===== src/rtl/input_debounce_jdl25175_if.sv =====
// Signal bundle between the raw switch lines and the debounce stage's clean-code consumers.
// The master drives raw_in; the debouncer sits on the slave side.
interface input_debounce_jdl25175_if;
  logic [1:0] raw_in;
  logic [1:0] clean_out;
  logic       changed;
  logic       busy;

  modport master (
    output raw_in,
    input  clean_out,
    input  changed,
    input  busy
  );

  modport slave (
    input  raw_in,
    output clean_out,
    output changed,
    output busy
  );
endinterface


===== src/rtl/input_debounce_jdl25175.sv =====
// Two-flop synchronizer followed by a vector debouncer: a new 2-bit code must be seen
// DEBOUNCE_CYCLES consecutive times before it replaces clean_out, which then pulses changed.
module input_debounce_jdl25175 #(
  parameter int DEBOUNCE_CYCLES = 4,
  parameter int CNT_W           = 8
) (
  input  logic                         clock,
  input  logic                         init,
  input_debounce_jdl25175_if.slave     bus
);

  typedef enum logic {
    STABLE = 1'b0,
    SETTLE = 1'b1
  } state_e;

  localparam logic [CNT_W-1:0] LAST_COUNT = CNT_W'(DEBOUNCE_CYCLES - 1);

  state_e           state_q, state_d;
  logic [1:0]       sync1_q, sync2_q;
  logic [1:0]       candidate_q, candidate_d;
  logic [1:0]       clean_q, clean_d;
  logic [CNT_W-1:0] count_q, count_d;
  logic             changed_q, changed_d;

  // init wins over everything, including an acceptance falling on the same edge
  always_ff @(posedge clock) begin
    if (init) begin
      sync1_q     <= 2'b00;
      sync2_q     <= 2'b00;
      candidate_q <= 2'b00;
      clean_q     <= 2'b00;
      count_q     <= '0;
      changed_q   <= 1'b0;
      state_q     <= STABLE;
    end else begin
      sync1_q     <= bus.raw_in;
      sync2_q     <= sync1_q;
      candidate_q <= candidate_d;
      clean_q     <= clean_d;
      count_q     <= count_d;
      changed_q   <= changed_d;
      state_q     <= state_d;
    end
  end

  always_comb begin
    state_d     = state_q;
    candidate_d = candidate_q;
    clean_d     = clean_q;
    count_d     = count_q;
    changed_d   = 1'b0;

    case (state_q)
      STABLE: begin
        if (sync2_q != clean_q) begin
          candidate_d = sync2_q;
          count_d     = CNT_W'(1);
          state_d     = SETTLE;
        end else begin
          count_d = '0;
        end
      end

      // Returning to the held code cancels; any other new code restarts qualification
      SETTLE: begin
        if (sync2_q == clean_q) begin
          count_d = '0;
          state_d = STABLE;
        end else if (sync2_q != candidate_q) begin
          candidate_d = sync2_q;
          count_d     = CNT_W'(1);
        end else if (count_q == LAST_COUNT) begin
          clean_d   = candidate_q;
          changed_d = 1'b1;
          count_d   = '0;
          state_d   = STABLE;
        end else begin
          count_d = count_q + CNT_W'(1);
        end
      end

      default: begin
        count_d = '0;
        state_d = STABLE;
      end
    endcase
  end

  assign bus.clean_out = clean_q;
  assign bus.changed   = changed_q;
  assign bus.busy      = (state_q == SETTLE);

endmodule

===== src/flat_wrapper.sv =====
// flat-port wrapper written by rule: the top's interface ports become plain ports
module input_debounce_jdl25175_flat 
#(
  parameter int DEBOUNCE_CYCLES = 4,
  parameter int CNT_W           = 8
)
  (clock, init, bus_raw_in, bus_clean_out, bus_changed, bus_busy);
  input_debounce_jdl25175_if bus_i ();
  input  logic clock;
  input  logic init;
  input wire logic [$bits(bus_i.raw_in)-1:0] bus_raw_in;
  output wire logic [$bits(bus_i.clean_out)-1:0] bus_clean_out;
  output wire logic [$bits(bus_i.changed)-1:0] bus_changed;
  output wire logic [$bits(bus_i.busy)-1:0] bus_busy;
  assign bus_i.raw_in = bus_raw_in;
  assign bus_clean_out = bus_i.clean_out;
  assign bus_changed = bus_i.changed;
  assign bus_busy = bus_i.busy;
  input_debounce_jdl25175 #(.DEBOUNCE_CYCLES(DEBOUNCE_CYCLES), .CNT_W(CNT_W)) u_core (.clock(clock), .init(init), .bus(bus_i));
endmodule

===== config.mk =====
export PLATFORM = sky130hd
export DESIGN_NAME = input_debounce_jdl25175_flat
export DESIGN_NICKNAME = d
export VERILOG_FILES = /design/src/rtl/input_debounce_jdl25175_if.sv /design/src/rtl/input_debounce_jdl25175.sv /design/src/flat_wrapper.sv
export SDC_FILE = /design/constraint.sdc
export NUM_CORES = 1
export LEC_CHECK = 0
export CAP_MARGIN = 40
export CORE_MARGIN = 10
export CORE_UTILIZATION = 56
export CTS_BUF_LIST = sky130_fd_sc_hd__clkbuf_4
export DETAILED_ROUTE_END_ITERATION = 6
export PLACE_DENSITY = 0.84
export SLEW_MARGIN = 10
export SYNTH_ARGS = -nofsm -noshare
export SYNTH_HDL_FRONTEND = slang
export SYNTH_SLANG_ARGS = --single-unit

===== constraint.sdc =====
create_clock -name clock -period 1.84 [get_ports clock]
set_input_delay 0.368 -clock clock [delete_from_list [all_inputs] [get_ports clock]]
set_output_delay 0.368 -clock clock [all_outputs]
set_load 0.005 [all_outputs]

# Yosys cells after proc, flatten, opt, wreduce, memory -nomap -nowiden
# Index checks and enable logic that the tools add are counted.
[word_totals]
output_inout_bits = 4
ff_bits = 18
[classes]
bitwise = 3
reduce_logical = 3
n_eq_ne = 7
muxes = 15
addsub = 1
[op_table]
columns = ["op", "count"]
rows = [
  ["$mux W8", 3],
  ["$pmux W8 S2", 1],
  ["$add A8 B1 Y8 const B", 1],
  ["$eq A8 B2 Y1 const B", 1],
  ["$mux W1", 6],
  ["$mux W2", 3],
  ["$ne A2 B2 Y1", 2],
  ["$ne A2 B2 Y1 const B", 2],
  ["$pmux W2 S2", 1],
  ["$reduce_and A4 Y1", 1],
  ["$reduce_or A4 Y1", 1],
  ["$not A1 Y1", 3],
  ["$reduce_and A3 Y1", 1],
  ["$eq A2 B2 Y1", 1],
  ["$ne A2 B1 Y1 const B", 1],
  ["$pmux W1 S2", 1],
]

# Logic depth before layout (Yosys ltp)
# Gate-level depths: netlist of run 1.
[depth]
depth_word = 5
depth_mapped = 6

# Worst setup path after synthesis of run 1
# No wires, ideal clock.
[synth_timing]
kind = "register to register"
startpoint = "register u_core.count_q[0]"
endpoint = "register u_core.count_q[3]"
t_required_ns = 1.778
path_buffers = 1
path_slack_ns = 0.240
arrival_time_ns = 1.538
path_stages_with_launch = 7
path_cell_list = "dfxtp_1 > ha_1 > nor3b_1 > and2_1 > or4_1 > buf_6 > nor2_2"
[synth_via]
elab_chain_len = 5
word_cells_on_any_way = 6
classes_between = "add/sub: 1; eq/ne: 1; mux: 4"
[synth_rtl]
columns = ["element", "line_no", "source"]
rows = [
  ["start: declaration", "input_debounce_jdl25175.sv:23", "logic [CNT_W-1:0] count_q, count_d;"],
  ["start signal: assignment", "input_debounce_jdl25175.sv:41", "count_q <= count_d;"],
  ["$add A8 B1 Y8 / $eq A8 B2 Y1 (equally long branches)", "input_debounce_jdl25175.sv:79, input_debounce_jdl25175.sv:73", ""],
  ["$mux W8 *", "input_debounce_jdl25175.sv:73", "end else if (count_q == LAST_COUNT) begin"],
  ["$mux W8 *", "input_debounce_jdl25175.sv:70", "end else if (sync2_q != candidate_q) begin"],
  ["$mux W8 *", "input_debounce_jdl25175.sv:67", "if (sync2_q == clean_q) begin"],
  ["$pmux W8 S2 *", "input_debounce_jdl25175.sv:54", "case (state_q)"],
]
# Every way passes the cells marked *; elsewhere a longest branch is shown, timed or not.
# A chain may end at the register's enable or synchronous reset.

# Worst setup path after layout of run 1
[layout_timing]
startpoint = "register u_core.count_q[0]"
endpoint = "register u_core.count_q[6]"
# Same word-level chain as after synthesis.

==> results_dict.tcl, run 1 <==
set metrics [dict create \
    slew_headroom_pct 71.7 \
    ctsResizeCount 0 \
    synth_fp_nets 77 \
    port_buffers 7 \
    die_x_um 56.8 \
    hold_viol 0 \
    synth_top_family_by_area "simple AND/OR/NAND/NOR gates" \
    crit_type "register to register" \
    htreeDepth 1 \
    grt.overflow.total 0 \
    nets 90 \
    placed_cells 95 \
    grtUsageTotal_pct 7.89 \
    p_sw_mw 0.139 \
    cts.sink_count 18 \
    n_antenna_cell 0 \
    seq_area_frac_synth_pct 47.6 \
    setup_ws_ns 0.179 \
    area_delta_synth_final_pct 16.2 \
    status "finished clean" \
    syn_avg_cell_area_um2 10.5 \
    dpl_cell_area_um2 853 \
    pre_cts_ws_ns 0.103 \
    yosys_warnings 0 \
    cpPeakStageDelay_ns 0.46 \
    cts_made_buffers 3 \
    synth-compound-area-share_pct 2.15 \
    fin_tns_setup_ns 0 \
    worst_slew_pin_slew_ns 0.421 \
    drive_gt1_share_pct 21.4 \
    num_io_pins 8 \
    max_cap_viol_count 0 \
    synth_fa_ha_area_share_pct 1.65 \
    cp.required_ns 2.06 \
    die_y_um 56.8 \
    initial_utilization_pct 58.9 \
    fin_worst_skew_ns 0.00813 \
    crit_chain "ha_1 > nor3b_1 > and2_1 > or4_1 > buf_4 > nor2_2" \
    netlist.area_leader.share_pct 47.6 \
    ys.flop_type "dfxtp_1" \
    drcViolationCount 0 \
    hp-start "u_core.sync1_q[1]$_SDFF_PP0_" \
    grt_max_degree 11 \
    vias 508 \
    cts_max_path_buffers 2 \
    start_kind "register" \
    dr.pass1.iters 4 \
    synthCells 72 \
    post_cts_buffers 0 \
    cts_tree "done" \
    synth_edf_count 0 \
    synth.cell_area_um2 757 \
    stdcell_area_um2 880 \
    leakagePower_nw 0.326 \
    dr.first_iter.drc_count 4 \
    p_per_area_mw_per_mm2 727 \
    die_area_mm2 0.00322 \
    crit_fanout 7 \
    ys_async_sr_fraction_pct 0 \
    insertion_delay_ns 0.28 \
    grt_pass1_wl_um 2130 \
    crit_path_end_kind "register" \
    synth_xor_area_share_pct 13.6 \
    hold_class "register to register" \
    worstPathArrival_ns 1.89 \
    synth-simple-area-share_pct 27.3 \
    synthTopCellsByArea "dfxtp_1 48%, xor2_1 6.9%, nor2_2 5.8%" \
    comb_power_share_pct 6.4 \
    dp.final_hpwl_um 858 \
    fmax_mhz 602 \
    sw_frac_of_total_pct 21.7 \
    sequentialPowerShare_pct 63.4 \
    antenna_found_initial 0 \
    drv_slew 0 \
    gp_congestion 0.766 \
    critPathSlowestCell "or4_1" \
    synthMuxAreaShare_pct 5.29 \
    cts-root-buf "clkbuf_4" \
    routedWlPerCell_um 11.1 \
    yosysTopAreaCell "dfxtp_1" \
    final_cells 99 \
    p_int_mw 0.500 \
    period_needed_ns 1.66 \
    ir_drop_mv 0.453 \
    routed_wl_um 1100 \
    ys_types 26 \
    crit_start "u_core.count_q[0]$_SDFF_PP0_" \
    first_global_vias 503 \
    clockPowerShare_pct 30.2 \
    r2r-start "u_core.count_q[0]$_SDFF_PP0_" \
    ctsHoldBuffers 0 \
    rsz0062_at_grt "no" \
    ant_nets 0 \
    avgViaCountPerCell 5.13 \
    ys_ff_latch 18 \
    fin_crit_sh_pct 90.3 \
    row_count 13 \
    finalSetupViolCount 0 \
    path_clk_slew_ns 0.10 \
    core_area_mm2 0.00128 \
]
[layer usage]
metal	track usage [%]	vias to the layer above	part of all wire, %
met5	0	-	0
met4	4.03	0	1.2
met3	2.47	2	4.9
met2	11.6	8	42
met1	9.95	234	51
li1	-	264	-
[cell type report]
class                   count  area, um2
flip-flops and latches     18        360
multi-input cells          51        378
inverters                   1       3.75
clock buffers               3       22.5
fillers                   106        405
well taps                  15       18.8
clock inverters             1       3.75
repair buffers             10       92.6
[power by group through the flow]
stage | sequential (mW) | clock, mW | combinational (mW)
2_1_floorplan | 0.413 | 0 | 0.0256
3_3_place_gp | 0.414 | 0 | 0.0399
3_5_place_dp | 0.415 | 0 | 0.0409
4_1_cts | 0.406 | 0.203 | 0.0412
5_1_grt | 0.407 | 0.219 | 0.0463
6_report | 0.406 | 0.193 | 0.0408
[cell families (layout without fill, tap and decap cells)]
group | Yosys count | count (layout)
compound gates | 2 | 2
xor+xnor | 10 | 10
fa+ha+maj | 1 | 1
buf+inv | 3 | 15
flops | 18 | 18
mux | 4 | 4
simple gates | 34 | 34
[cells in the final DEF (no fill, tap or decap), drive strengths merged, types with 2 or more instances in the layout]
master and count:
and3 2, buf 3, clkbuf 3, clkdlybuf4s50 7, dfxtp 18, mux2i 4, nand2 2, nand2b 2
nand3 5, nor2 10, nor2b 4, nor4 2, or2b 2, xnor2 4, xor2 6
[synth_stat cells, types with 2 or more instances]
master    count
dfxtp_1      18
nor2_2        7
xor2_1        6
nand3_1       5
mux2i_1       4
nor2b_1       4
and3_1        2
nand2_1       2
nand2b_1      2
nor2_1        2
nor4_1        2
or2b_1        2
xnor2_1       2
xnor2_2       2
[sequential cells by signal (all words and copies together), names as in the netlist]
name                  cells
u_core.candidate_q        2
u_core.sync2_q            2
u_core.bus.clean_out      2
u_core.bus.busy           1
u_core.sync1_q            2
u_core.bus.changed        1
u_core.count_q            8
[worst max-delay path: cells and delay by family, from the launching register on]
family                   cells  cell delay [ns]
AND/OR/NAND/NOR              4             0.87
flip-flops                   1             0.34
adder cells (fa/ha/maj)      1             0.21
buffers and inverters        1             0.19
[per-stage QoR]
stage                     power [mW]  hold slack (ns)  utilization [%]
after floorplan                0.439            0.414                -
after global placement         0.454            0.418             66.4
after detailed placement       0.456            0.430             66.4
after CTS                      0.650            0.456             68.5
after global routing           0.672            0.466             68.5
final                          0.639            0.448             68.5
[final timing paths]
path         depth (start not counted)  slack [ns]                      endpoint
max                                  6        0.18  u_core.count_q[6]$_SDFF_PP0_
min                                  1        0.45  u_core.sync2_q[1]$_SDFF_PP0_
min reg2reg                          1        0.45  u_core.sync2_q[1]$_SDFF_PP0_
max reg2reg                          6        0.18  u_core.count_q[6]$_SDFF_PP0_
Power figures use the tool's default switching activity.
==> inputs of run 2 (changes only) <==
--- a/config.mk
+++ b/config.mk
@@ -6,11 +6,11 @@
 export NUM_CORES = 1
 export LEC_CHECK = 0
 export CAP_MARGIN = 40
-export CORE_MARGIN = 10
-export CORE_UTILIZATION = 56
+export CORE_AREA = 10 10 47 49
 export CTS_BUF_LIST = sky130_fd_sc_hd__clkbuf_4
 export DETAILED_ROUTE_END_ITERATION = 6
-export PLACE_DENSITY = 0.84
+export DIE_AREA = 0 0 57 59
+export PLACE_DENSITY = 0.85
 export SLEW_MARGIN = 10
 export SYNTH_ARGS = -nofsm -noshare
 export SYNTH_HDL_FRONTEND = slang
==> constraint.sdc (replaced) <==
create_clock -name clock -period 2.1 [get_ports clock]
set_input_delay 0.42 -clock clock [delete_from_list [all_inputs] [get_ports clock]]
set_output_delay 0.42 -clock clock [all_outputs]
set_load 0.005 [all_outputs]
==> run 2 against run 1 <==
Effect of this change: flip-flop and latch count is the same; global-route usage up 1.2 points; clock power is 12% lower; core utilization decreased by 6.7 points; first-iteration DRC count grew 75%; critical endpoint is now u_core.count_q[5]$_SDFF_PP0_.
==> results_dict.tcl, run 2 (synthesis results as in run 1) <==
set metrics [dict create \
    status "finished clean" \
    cp.required_ns 2.34 \
    cts_tree "done" \
    grt_max_degree 14 \
    crit_type "register to register" \
    hold_viol 0 \
    antenna_found_initial 0 \
    cts.sink_count 18 \
    fin_tns_setup_ns 0 \
    crit_path_end_kind "register" \
    gp_congestion 0.856 \
    area_delta_synth_final_pct 14.4 \
    path_delay_family "simple AND/OR/NAND/NOR gates" \
    endpoint "u_core.count_q[5]$_SDFF_PP0_" \
    crit_start "u_core.count_q[0]$_SDFF_PP0_" \
    start_kind "register" \
    fillers 121 \
    initial_utilization_pct 54.0 \
    cts-root-buf "clkbuf_4" \
    p_per_area_mw_per_mm2 647 \
    grt.overflow.total 0 \
    worst_slew_pin_slew_ns 0.378 \
    die_x_um 57 \
    die_y_um 59 \
    final_cells 98 \
    rrSetupSlack_ns 0.26 \
    dr.pass1.iters 4 \
    routed_wl_um 1290 \
    dp.final_hpwl_um 1050 \
    max_cap_viol_count 0 \
    ctsResizeCount 0 \
    hold_class "register to register" \
    htreeDepth 1 \
    fin_crit_sh_pct 87.5 \
    cpPeakStageDelay_ns 0.68 \
    ctsHoldBuffers 0 \
    multiInputGateArea_um2 378 \
    post_cts_buffers 0 \
    path_clk_slew_ns 0.10 \
    num_io_pins 8 \
    placed_cells 94 \
    ir_drop_mv 0.554 \
    routedWlPerCell_um 13.2 \
    final_cell_mix "18 x dfxtp_1, 7 x nor2_2, 7 x clkdlybuf4s50_1, 6 x xor2_1, 5 x nand3_1" \
    worstPathArrival_ns 2.07 \
    ant_nets 0 \
    grtUsageTotal_pct 9.05 \
    rsz0062_at_grt "no" \
    cp.depth 5 \
    leakagePower_nw 0.317 \
    die_area_mm2 0.00336 \
    r2r-start "u_core.count_q[0]$_SDFF_PP0_" \
    nets 88 \
    fin_worst_skew_ns 0.0101 \
    drv_slew 0 \
    dr.first_iter.drc_count 7 \
    cp_num_buf_inv 0 \
    critPathSlowestCell "or4_1" \
    rr_endpoint "u_core.count_q[5]$_SDFF_PP0_" \
    drcViolationCount 0 \
    avgViaCountPerCell 5.26 \
    row_count 14 \
    n_antenna_cell 0 \
    finalSetupViolCount 0 \
    crit_fanout 7 \
    largest_reg_flops 8 \
    first_global_vias 579 \
    slew_headroom_pct 74.6 \
    insertion_delay_ns 0.29 \
    reg2regPathDepth 5 \
    port_buffers 7 \
    final_common_cell "dfxtp_1" \
    crit_chain "ha_1 > nor3b_1 > and2_1 > or4_1 > nor2_2" \
    drive_gt1_share_pct 19.5 \
    grt_pass1_wl_um 2460 \
    vias 515 \
    cts_max_path_buffers 2 \
    top_register "u_core.count_q" \
    register_area_um2 360 \
    core_area_mm2 0.00140 \
    fmax_mhz 544 \
    cts_made_buffers 3 \
    period_needed_ns 1.84 \
]
-- run 2: cell types whose count changed in the layout (fill, tap and decap cells not counted) --
cell / before / now
buf_4: 3 / 1
-- run 2: how the worst min path moves through the flow --
stage                                       startpoint                            to  slack [ns]  cells after the start
final                     u_core.sync1_q[1]$_SDFF_PP0_  u_core.sync2_q[1]$_SDFF_PP0_        0.45                      1
after global placement    u_core.sync1_q[1]$_SDFF_PP0_  u_core.sync2_q[1]$_SDFF_PP0_        0.42                      1
after CTS                 u_core.sync1_q[1]$_SDFF_PP0_  u_core.sync2_q[1]$_SDFF_PP0_        0.46                      1
after global routing      u_core.sync1_q[1]$_SDFF_PP0_  u_core.sync2_q[1]$_SDFF_PP0_        0.46                      1
after floorplan           u_core.sync1_q[0]$_SDFF_PP0_  u_core.sync2_q[0]$_SDFF_PP0_        0.41                      1
after detailed placement  u_core.sync1_q[1]$_SDFF_PP0_  u_core.sync2_q[1]$_SDFF_PP0_        0.43                      1
-- run 2: power by group --
part	switching [mW]	total [mW]	internal (mW)	leakage [nW]
clock	0.100	0.170	0.0691	0.0154
combinational	0.0154	0.0356	0.0202	0.155
sequential	0.00583	0.355	0.349	0.146
-- run 2: per-stage QoR --
| step | power, mW | worst slack, ns | cell area (um2) | util [%] | hold slack, ns |
|---|---|---|---|---|---|
| final | 0.560 | 0.263 | 866 | 61.8 | 0.447 |
| after global placement | 0.397 | 0.311 | 840 | 59.9 | 0.420 |
| after detailed placement | 0.399 | 0.268 | 840 | 59.9 | 0.434 |
| after floorplan | 0.384 | 0.500 | 757 | - | 0.414 |
| after global routing | 0.584 | 0.152 | 866 | 61.8 | 0.463 |
| after CTS | 0.566 | 0.249 | 866 | 61.8 | 0.455 |
-- run 2: worst register-to-register path, delay by kind of cell (launching register included) --
family        cells  cell delay, ns
simple gates      4            1.21
flops             1            0.33
fa+ha+maj         1            0.26
-- run 2: routing by layer --
| metal | share of wire (%) | vias up | track usage [%] |
|---|---|---|---|
| met2 | 53 | 8 | 16.1 |
| met1 | 41 | 241 | 9.19 |
| met4 | 0.62 | 0 | 2.01 |
| li1 | - | 264 | - |
| met5 | 0 | - | 0 |
| met3 | 4.9 | 2 | 4.72 |
-- run 2: layout make-up --
cell class              instances  share of cell area [%]
well taps                      16                    2.31
inverters                       1                   0.434
multi-input cells              51                    43.6
repair buffers                  8                    8.96
clock inverters                 1                   0.434
clock buffers                   3                    2.60
flip-flops and latches         18                    41.6
